## src/rtl/cp0_pkg.sv

```systemverilog
// cp0_pkg: shared CP0 register select codes, ERET funct code and Status/Cause bit positions
package cp0_pkg;
   typedef enum logic [1:0] {
      SEL_EPC    = 2'b00,
      SEL_STATUS = 2'b01,
      SEL_CAUSE  = 2'b10,
      SEL_NONE   = 2'b11
   } sel_e;
   localparam logic [5:0] FUNCT_ERET = 6'b011000;
   localparam int ST_IE = 0;
   localparam int ST_MASK_LSB = 1;
   localparam int CAUSE_PEND_LSB = 0;
   localparam int NSRC = 3;
endpackage

```

## src/rtl/cp0_prio_enc.sv

```systemverilog
// cp0_prio_enc: 3-input priority encoder, highest index wins, yielding source index and handler vector
module cp0_prio_enc
   import cp0_pkg::*;
#(
   parameter logic [31:0] VEC0 = 32'h0000_1000,
   parameter logic [31:0] VEC1 = 32'h0000_1100,
   parameter logic [31:0] VEC2 = 32'h0000_1200
) (
   input  logic [NSRC-1:0] i_req,
   output logic [1:0]      o_idx,
   output logic [31:0]     o_vec
);
   assign o_idx = i_req[2] ? 2'd2 : i_req[1] ? 2'd1 : 2'd0;
   assign o_vec = i_req[2] ? VEC2 : i_req[1] ? VEC1 : VEC0;
endmodule

```

## src/rtl/cp0.sv

```systemverilog
// cp0: coprocessor-0 exception/interrupt unit holding EPC, Status and Cause
module cp0
   import cp0_pkg::*;
#(
   parameter logic [31:0] VEC0 = 32'h0000_1000,
   parameter logic [31:0] VEC1 = 32'h0000_1100,
   parameter logic [31:0] VEC2 = 32'h0000_1200
) (
   input  logic        clk,
   input  logic        rst,
   input  logic [31:0] Inst,
   input  logic        enable,
   input  logic [31:0] Din,
   input  logic [31:0] PCin,
   input  logic        ExpSrc0,
   input  logic        ExpSrc1,
   input  logic        ExpSrc2,
   output logic        ExRegWrite,
   output logic        IsEret,
   output logic        HasExp,
   output logic        ExpBlock,
   output logic [31:0] PCout,
   output logic [31:0] Dout
);
   logic [31:0]     r_epc;
   logic            r_ie;
   logic [NSRC-1:0] r_mask;
   logic [NSRC-1:0] r_pend;
   logic            r_blk;
   sel_e            w_sel;
   logic [NSRC-1:0] w_req;
   logic [NSRC-1:0] w_src;
   logic [NSRC-1:0] w_clr;
   logic [NSRC-1:0] w_pend_wr;
   logic [1:0]      w_idx;
   logic [31:0]     w_vec;
   logic            w_take;
   logic            w_unused;

   assign w_sel      = sel_e'(Inst[12:11]);
   assign w_src      = {ExpSrc2, ExpSrc1, ExpSrc0};
   assign w_req      = r_pend & r_mask;
   assign ExRegWrite = (Inst[25:21] == 5'b00000);
   assign IsEret     = (Inst[5:0] == FUNCT_ERET);
   assign ExpBlock   = r_blk;
   assign HasExp     = r_ie & ~r_blk & |w_req;
   // a forced eret/exception overlap resolves to the eret: redirect to EPC, nothing taken
   assign w_take     = HasExp & ~IsEret;
   assign w_clr      = w_take ? (3'b001 << w_idx) : 3'b000;
   assign w_pend_wr  = (enable && w_sel == SEL_CAUSE) ? Din[CAUSE_PEND_LSB +: NSRC] : r_pend;
   assign PCout      = IsEret ? r_epc : w_vec;
   assign Dout       = (w_sel == SEL_EPC)    ? r_epc :
                       (w_sel == SEL_STATUS) ? {28'd0, r_mask, r_ie} :
                       (w_sel == SEL_CAUSE)  ? {29'd0, r_pend} : 32'd0;
   assign w_unused   = ^{Inst[31:26], Inst[20:13], Inst[10:6], Din[31:4]};

   cp0_prio_enc #(.VEC0(VEC0), .VEC1(VEC1), .VEC2(VEC2)) u_enc (
      .i_req(w_req),
      .o_idx(w_idx),
      .o_vec(w_vec)
   );

   always_ff @(posedge clk) begin
      if (rst) begin
         r_epc  <= 32'd0;
         r_ie   <= 1'b1;
         r_mask <= 3'b111;
         r_pend <= 3'b000;
         r_blk  <= 1'b0;
      end else begin
         r_epc  <= w_take ? PCin : (enable && w_sel == SEL_EPC) ? Din : r_epc;
         r_ie   <= (enable && w_sel == SEL_STATUS) ? Din[ST_IE] : r_ie;
         r_mask <= (enable && w_sel == SEL_STATUS) ? Din[ST_MASK_LSB +: NSRC] : r_mask;
         r_pend <= (w_pend_wr & ~w_clr) | w_src;
         r_blk  <= IsEret ? 1'b0 : w_take ? 1'b1 : r_blk;
      end
   end
endmodule

```

## config.mk

```make
export PLATFORM = sky130hd
export DESIGN_NAME = cp0
export DESIGN_NICKNAME = d
export VERILOG_FILES = /design/src/rtl/cp0_pkg.sv /design/src/rtl/cp0_prio_enc.sv /design/src/rtl/cp0.sv
export SDC_FILE = /design/constraint.sdc
export NUM_CORES = 1
export LEC_CHECK = 0
export BUFFER_PORTS_ARGS = -buffer_cell sky130_fd_sc_hd__buf_2
export CAP_MARGIN = 20
export CORE_UTILIZATION = 44
export CTS_BUF_LIST = sky130_fd_sc_hd__clkbuf_4
export DETAILED_ROUTE_END_ITERATION = 10
export PLACE_DENSITY_LB_ADDON = 0.05
export SKIP_LAST_GASP = 1
export SYNTH_ARGS = -nofsm -noshare
export SYNTH_HDL_FRONTEND = slang
export SYNTH_SLANG_ARGS = --single-unit
```

## constraint.sdc

```tcl
create_clock -name clk -period 2.2 [get_ports clk]
set_input_delay 0.11 -clock clk [delete_from_list [all_inputs] [get_ports clk]]
set_output_delay 0.11 -clock clk [all_outputs]
set_load 0.005 [all_outputs]
```

==> out/qor.csv <==
metric,value,unit
place.gp.congestion,0.754,
drc_errors,0,
grt_antenna_before_repair,0,
cts-root-buf,clkbuf_4,
max_slew_margin,0.613,
synthArstFlopShare,0,
clkTransAtPathRegs,0.12,ns
peakVddDrop,0.292,mV
gr-usage-all-layers,0.254,
final_layout_size_suffix_gt1_frac,0.448,
crit_path_start_kind,flop,
finClkSkew,0.0129,ns
tns,0,ns
worstMarginPinSlew,0.581,ns
dp_hpwl,5.41,mm
min_period_over_period,0.826,
setup_viol,0,
clk_path_buf_depth,2,
ios,170,
fin_crit,1.82,ns
cts_resized,0,
synth_nets,390,
placedCellCount,487,
ant_nets,0,
yosys_warnings,0,
area_growth,33.0,%
hp-class,in2reg,
core-area,5640,sq um
vias,2755,
grt_setup_unrepaired,false,
cp.required,2.41,ns
hold_viol,0,
drtIter0Drc,129,
finalNetCount,524,
synth_top_area_frac,0.304,
slowest_delay,0.49,ns
ys.flop_type,dfxtp_1,
p_comb_frac,0.316,
crit_arrival,2.03,ns
die-area,6290,sq um
maxCapViolations,0,
grt_max_degree,65,
cts_hold_buf,0,
drv_slew,0,
hold_ws,0.0265,ns
synth_area_leaders,"dfxtp_1 (30%), mux2i_1 (15%), a2111oi_0 (9.0%)",
worstPathCellList,a222oi_1 -> buf_12 -> a211o_1 -> buf_4 -> a211oi_1,
ys_ff_latch,40,
numCtsBuffers,5,
clkPwrFrac,0.198,
power,1.84,mW
fin_area,3500,sq um
initial_core_util,0.466,
p_leak,1.72,nW
crit_type,reg2reg,
synth_enable_flop_cells,0,
synth_cell_type_count,28,
power.internal,1.23,mW
placed_area,3450,sq um
p_sw,610,uW
finalNonFillerCells,494,
synthCells,288,
swShare,0.332,
cp-end-kind,flop,
clock-sinks,40,
tritoncts,built,
crit_path_top_delay_cell,a222oi_1,
antennaDiodeCount,0,
clock.fmax,0.551,GHz
io_buffers,150,
power_density,526,nW/um^2
yosysSeqAreaShare,0.304,
grt_pass1_vias,2594,
routed_wl,7.92,mm
via_per_inst,5.58,
synth.avg_cell_area,9.13,sq um
wl_per_cell,16.0,um
num_rows,27,
power_frac_seq,0.486,
syn_area,2630,sq um
status,finished clean,
htreeDepth,2,
drtPass1Iterations,4,
layout_commonest_cell,buf_2,
crit_fanout,35,
postCtsSetupBuffers,0,
die_x,79.3,um
die_y,79.3,um
clk_latency,0.33,ns
yosysTopAreaCell,dfxtp_1,
grt_pass1_wl,12.6,mm
final_cell_mix,"buf_2 (150), dfxtp_1 (40), mux2i_1 (39)",
grt_overflow,0,
-- sequential cells by signal, indices dropped and copies added (netlist names) --
register / flops
ExpBlock: 1
r_mask: 3
r_ie: 1
r_pend: 3
r_epc: 32
-- power by group through the flow --
stage / Clock [mW] / Combinational (mW) / Sequential (mW)
after floorplan: 0 / 0.380 / 0.883
after global placement: 0 / 0.570 / 0.903
after detailed placement: 0 / 0.583 / 0.907
final: 0.364 / 0.580 / 0.893
after global routing: 0.420 / 0.639 / 0.909
after CTS: 0.380 / 0.584 / 0.892
-- final cells by class --
cell class	count	area, sq um
clock buffers	6	45.0
clock inverters	1	5.00
fillers	525	2140
inverters	8	30.0
multi-input cells	205	1660
flip-flops and latches	40	801
well taps	72	90.1
repair buffers	162	866
-- critical path, delay by kind of cell (launching register included) --
kind,cells,cell delay (ns)
AOI/OAI and AO/OA,3,0.76
buffers and inverters,2,0.56
DFF,1,0.37
-- logic make-up (layout without fill, tap and decap cells) --
| family | after synthesis | count (layout) | share of synthesized area |
|---|---|---|---|
| buf+inv | 43 | 177 | 0.0747 |
| simple gates | 86 | 86 | 0.194 |
| mux | 41 | 41 | 0.157 |
| flops | 40 | 40 | 0.304 |
| compound gates | 78 | 78 | 0.270 |
-- Yosys cell counts (5+ instances only) --
cell type / number
dfxtp_1: 40
mux2i_1: 39
and2_1: 31
and3_1: 29
a2111oi_0: 27
clkbuf_1: 19
a211oi_1: 18
a211oi_2: 15
buf_2: 10
nor2_1: 10
inv_1: 8
buf_4: 6
a2111oi_1: 5
a211o_1: 5
nand2_1: 5
-- per-layer routing --
| layer | global-route usage | share of wire |
|---|---|---|
| met3 | 0.0540 | 0.062 |
| met2 | 0.425 | 0.47 |
| met1 | 0.321 | 0.45 |
| met5 | 0 | 0 |
| met4 | 0.0873 | 0.017 |
-- worst paths after layout --
path	from	end	slack (ns)	cells after the start
setup / recovery	r_mask[2]	r_epc[22]	0.38	5
hold / removal	ExpSrc1	r_pend[1]	0.03	3
setup reg to reg	r_mask[2]	r_epc[22]	0.38	5
hold reg to reg	ExpBlock	ExpBlock	0.47	2
-- metrics by stage --
stage                     setup slack [ns]   util
after detailed placement             0.390  0.611
after global placement               0.432  0.611
after global routing                 0.274  0.620
after floorplan                      0.597      -
final                                0.384  0.620
after CTS                            0.378  0.620
Power figures use the tool's default switching activity.
